**src/rtl/tdm_demux4_pkg.sv**
```systemverilog
// Shared types and constants for the 4-lane TDM demultiplexer.
package tdm_demux4_pkg;

  typedef enum logic {
    UNLOCKED = 1'b0,
    LOCKED   = 1'b1
  } state_t;

  typedef logic [1:0] slot_t;

  localparam slot_t SLOT_LAST = 2'd3;

endpackage

```
**src/rtl/tdm_demux4_demux2.sv**
```systemverilog
// 1:2 enable decoder; the receive-side mirror of the mux2 cell.
module demux2 (
  input  logic en,
  input  logic sel,
  output logic z0,
  output logic z1
);

  assign z0 = en & ~sel;
  assign z1 = en &  sel;

endmodule

```
**src/rtl/tdm_demux4.sv**
```systemverilog
// 4-lane time-division demultiplexer. Words arrive in rotating slots with
// lane 0 flagged by sync; each word lands in its lane holding register and
// frame_valid pulses once a complete lane 0..3 frame has been captured.
// Optional build macro TDM_DEMUX4_ERRCNT_EN adds a saturating 8-bit
// framing-error counter on port err_count.
//
// state    | meaning
// ---------+---------------------------------------------------------
// UNLOCKED | waiting for a sync word; unsynchronised words are dropped
// LOCKED   | slot tracks the lane expected for the next valid word
module tdm_demux4
  import tdm_demux4_pkg::*;
#(
  parameter int W = 8
) (
  input  logic         clk,
  input  logic         rst,
  input  logic         in_valid,
  input  logic         sync,
  input  logic [W-1:0] d,
  output logic [W-1:0] q0,
  output logic [W-1:0] q1,
  output logic [W-1:0] q2,
  output logic [W-1:0] q3,
  output logic         frame_valid,
  output logic         locked,
`ifdef TDM_DEMUX4_ERRCNT_EN
  output logic [7:0]   err_count,
`endif
  output logic         sync_err
);

  state_t     state;
  slot_t      slot;
  logic       wr_en;
  slot_t      wr_lane;
  logic       en_lo;
  logic       en_hi;
  logic [3:0] lane_en;
  logic       err_det;

  // A sync word always targets lane 0; otherwise only a locked, non-zero
  // slot is a legal destination (slot 0 without sync is a framing error).
  assign wr_en   = in_valid & (sync | ((state == LOCKED) & (slot != 2'd0)));
  assign wr_lane = sync ? 2'd0 : slot;

  assign err_det = in_valid & (state == LOCKED) &
                   (sync ? (slot != 2'd0) : (slot == 2'd0));

  assign locked = (state == LOCKED);

  demux2 u_root (
    .en  (wr_en),
    .sel (wr_lane[1]),
    .z0  (en_lo),
    .z1  (en_hi)
  );

  demux2 u_leaf_lo (
    .en  (en_lo),
    .sel (wr_lane[0]),
    .z0  (lane_en[0]),
    .z1  (lane_en[1])
  );

  demux2 u_leaf_hi (
    .en  (en_hi),
    .sel (wr_lane[0]),
    .z0  (lane_en[2]),
    .z1  (lane_en[3])
  );

  // Lane holding registers: only the decoded lane loads, the rest hold.
  always_ff @(posedge clk) begin
    if (rst) begin
      q0 <= '0;
      q1 <= '0;
      q2 <= '0;
      q3 <= '0;
    end else begin
      if (lane_en[0]) q0 <= d;
      if (lane_en[1]) q1 <= d;
      if (lane_en[2]) q2 <= d;
      if (lane_en[3]) q3 <= d;
    end
  end

  // Framing FSM with slot tracking and registered frame/error pulses.
  always_ff @(posedge clk) begin
    if (rst) begin
      state       <= UNLOCKED;
      slot        <= 2'd0;
      frame_valid <= 1'b0;
      sync_err    <= 1'b0;
    end else begin
      frame_valid <= 1'b0;
      sync_err    <= err_det;
      if (in_valid) begin
        case (state)
          UNLOCKED: begin
            if (sync) begin
              state <= LOCKED;
              slot  <= 2'd1;
            end
          end
          LOCKED: begin
            if (sync) begin
              slot <= 2'd1;
            end else if (slot == 2'd0) begin
              state <= UNLOCKED;
              slot  <= 2'd0;
            end else begin
              frame_valid <= (slot == SLOT_LAST);
              slot        <= slot + 2'd1;
            end
          end
          default: begin
            state <= UNLOCKED;
            slot  <= 2'd0;
          end
        endcase
      end
    end
  end

`ifdef TDM_DEMUX4_ERRCNT_EN
  // Saturating count of framing errors, counted on the edge that raises sync_err.
  always_ff @(posedge clk) begin
    if (rst) begin
      err_count <= 8'd0;
    end else if (err_det && (err_count != 8'hFF)) begin
      err_count <= err_count + 8'd1;
    end
  end
`endif

endmodule

```
**config.mk**
```make
export PLATFORM = sky130hd
export DESIGN_NAME = tdm_demux4
export DESIGN_NICKNAME = d
export VERILOG_FILES = /design/src/rtl/tdm_demux4_pkg.sv /design/src/rtl/tdm_demux4_demux2.sv /design/src/rtl/tdm_demux4.sv
export SDC_FILE = /design/constraint.sdc
export NUM_CORES = 1
export LEC_CHECK = 0
export ABC_AREA = 1
export BUFFER_PORTS_ARGS = -buffer_cell sky130_fd_sc_hd__buf_4
export CAP_MARGIN = 10
export CORE_UTILIZATION = 39
export CTS_CLUSTER_DIAMETER = 60
export CTS_CLUSTER_SIZE = 25
export DETAILED_ROUTE_END_ITERATION = 7
export GPL_TIMING_DRIVEN = 0
export PLACE_DENSITY = 0.64
export SYNTH_ARGS = -nofsm -noshare
export SYNTH_HDL_FRONTEND = slang
export SYNTH_SLANG_ARGS = --single-unit
```
**constraint.sdc**
```tcl
create_clock -name clk -period 2.53 [get_ports clk]
set_input_delay 0.253 -clock clk [delete_from_list [all_inputs] [get_ports clk]]
set_output_delay 0.253 -clock clk [all_outputs]
set_load 0.01 [all_outputs]
```
==> summary.md <==
| Metric | Value |
|---|---|
| Yosys warns | `0` |
| Simple-gate share of the synthesized area | `36.6%` |
| Syn Nets | `about 260` |
| Post-synthesis mux area share | `0%` |
| Largest net degree at the start of global routing | `12` |
| Ports | `47` |
| CP Max Fanout | `10` |
| Worst vdd ir | `0.284 mV` |
| Fmax | `between 0.5 and 0.6 GHz` |
| Vias in the first global route | `~1400` |
| Post-synthesis async set-or-reset flop share | `0%` |
| Final Wtd Congestion | `around 0.81` |
| Main synth FF type | `dfxtp_1` |
| Run status | `finished, final reports clean` |
| GR Overflow Total | `0` |
| Post-Syn Instances | `239` |
| Sink Count | `37` |
| CORE AREA | `slightly above 4000 um^2` |
| Leak Pwr | `1.12 nW` |
| Vias | `about 1500` |
| Commonest cells after routing, fill and taps aside | `nand2_1, buf_4, inv_1` |
| Hold buffer count at CTS | `0` |
| Worst-Margin Slew | `439 ps` |
| CP Data Arrival Time | `2120 ps` |
| Drt first-iter violations | `63` |
| Starting Density | `a little over two fifths` |
| TritonCTS clock tree | `done` |
| Antenna cells | `0` |
| Yosys reg bits | `37` |
| Register area share after synthesis | `between 40% and 50%` |
| Share of cells above drive strength 1 | `29.0%` |
| Worst-path clk slew | `70 ps` |
| Routed wire length per instance | `10.4 um` |
| Reg area | `741 um^2` |
| Largest family of logic cells by synthesized area | `simple AND/OR/NAND/NOR gates` |
| Post-route DRC | `0` |
| Post-Synth XOR/XNOR Area | `0%` |
| Die Y-Extent | `68.4 um` |
| Slowest stage cell, crit path | `dfxtp_1` |
| Worst Setup End Kind | `register` |
| Synthesized area per cell | `7.20 um^2` |
| Post-layout nets | `between 300 and 400` |
| Port-buffer cells | `46` |
| WP data required | `2760 ps` |
| Inserted Clock Buffers | `5` |
| Compound-cell area share of the yosys netlist | `between 3 and 4%` |
| Hold WC Path Type | `input pin to register` |
| Setup Skew | `7.85 ps` |
| Fillers | `about 440` |
| DR vias/cell | `4.34` |
| Deepest clock path buffer count | `2` |
| Adder-cell share of the synthesized area | `2.91%` |
| Post-CTS Setup Inserts | `0` |
| Commonest non-fill, non-tap cell in the layout | `nand2_1` |
| Delay-heaviest family, CP | `simple AND/OR/NAND/NOR gates` |
| Fin crit share | `approximately 74%` |
| Worst skew pair latency | `approximately 290 ps` |
| Initial antenna violation count | `0` |
| EDFF count, synth | `0` |
| Power Dens Cells | `between 500 and 600 nW/um^2` |
| Post-CTS resize count | `0` |
| Total negative slack | `0 ps` |
| Slowest stage delay, CP | `510 ps` |
| Site row count | `23` |
| RSZ-0062 raised after global routing | `false` |
| Distinct cells, synth | `24` |
| Half-perimeter wire length after placement | `2.63 mm` |
| CP Launch Type | `register` |
| First-pass DRT Iterations | `4` |
| CP Class | `register to register` |
| Post-DRT Antenna Nets | `0` |
| Final setup violation count | `0` |
| Number of buffer and inverter stages on the critical path | `4` |
| Synth-to-Final Area Change | `30.5%` |
| CP most frequent cell | `inv_1` |
| Mapped cell area | `1720 um^2` |
| CTS root buf | `clkbuf_8` |
| Period minus WS final | `1880 ps` |
| Die span in x | `68.4 um` |
| # Max-Cap Violations | `0` |
| Area of the multi-input gates | `744 um^2` |
| Die ar. | `approximately 4700 um^2` |
| Final number of max-transition violations | `0` |
| Cell Chain, Critical Path | `inv_1 > ha_1 > nor2_4 > buf_6 > nand2_8 > nor2_8 > inv_4 > nand2_1 > inv_1 > nor2_2` |
| WL final | `3.56 mm` |
| Worst slew margin | `70.7%` |
| Final hold violation count | `0` |
| First-pass GRT wire length | `5.93 mm` |
| Final hold slack | `156 ps` |
| GRT Overall Usage | `17.4%` |
| H-tree depth | `2` |
==> power breakdown <==
part / switching [mW] / internal, mW / total, mW
registers: 0.00924 / 0.594 / 0.604
logic: 0.0639 / 0.0448 / 0.109
clock network: 0.203 / 0.321 / 0.524
total: 0.276 / 0.960 / 1.24
==> flip-flops by register name, indices dropped and copies added, names as in the netlist <==
name,count
q0,8
q1,8
q2,8
q3,8
slot,2
frame_valid,1
locked,1
sync_err,1
==> final timing paths <==
path / to / slack [ps] / cells after the start / from
max: q2[7] / 650 / 10 / slot[0]
min: frame_valid / 160 / 2 / rst
max reg2reg: q2[7] / 650 / 10 / slot[0]
min reg2reg: q1[0] / 460 / 2 / q1[0]
==> synth_stat cells (2+ instances only) <==
cell | instances | area share, %
inv_1 | 46 | 10
nor2_8 | 2 | 2.3
dfxtp_1 | 37 | 43
nor3_1 | 2 | 0.58
nand3_1 | 3 | 0.87
nor2_2 | 16 | 5.8
buf_6 | 2 | 1.3
nand4_1 | 8 | 2.9
nand2_1 | 76 | 17
inv_2 | 2 | 0.44
nand3_2 | 2 | 1.2
nor2_1 | 16 | 3.5
a21oi_1 | 12 | 3.5
inv_4 | 2 | 0.73
ha_1 | 4 | 2.9
==> through the flow <==
step | power, mW | setup slack [ps] | std cells | instance area, um^2 | util (%)
after floorplan | 0.678 | 849 | 239 | 1720 | -
after global placement | 0.726 | 664 | 335 | 2130 | 51.7
after detailed placement | 0.726 | 663 | 335 | 2130 | 51.7
after CTS | 1.25 | 641 | 343 | 2240 | 54.5
after global routing | 1.29 | 469 | 343 | 2240 | 54.5
final | 1.24 | 647 | 343 | 2240 | 54.5
==> routing by layer <==
layer  global-route usage [%]  vias up  wire length [um]
met5                        0        -                 0
met4                     7.03        0                55
met3                     5.50        6               195
met2                     27.3       37              1500
met1                     21.7      636              1810
li1                         -      809                 -
==> area by class of cell <==
type	instances	share of cell area (%)
plain buffers	6	1.90
clock buffers	7	3.85
clock inverters	1	1.34
inverters	50	8.58
multi-input cells	146	33.2
flip-flops and latches	37	33.0
well taps	50	2.79
repair buffers	46	15.4
==> kinds of logic (layout without fill, tap and decap cells) <==
family          after synthesis  after routing
buf+inv                      56            110
fa+ha+maj                     4              4
simple gates                129            129
compound gates               13             13
flops                        37             37
Note: power is estimated with default switching activity, not from simulation.
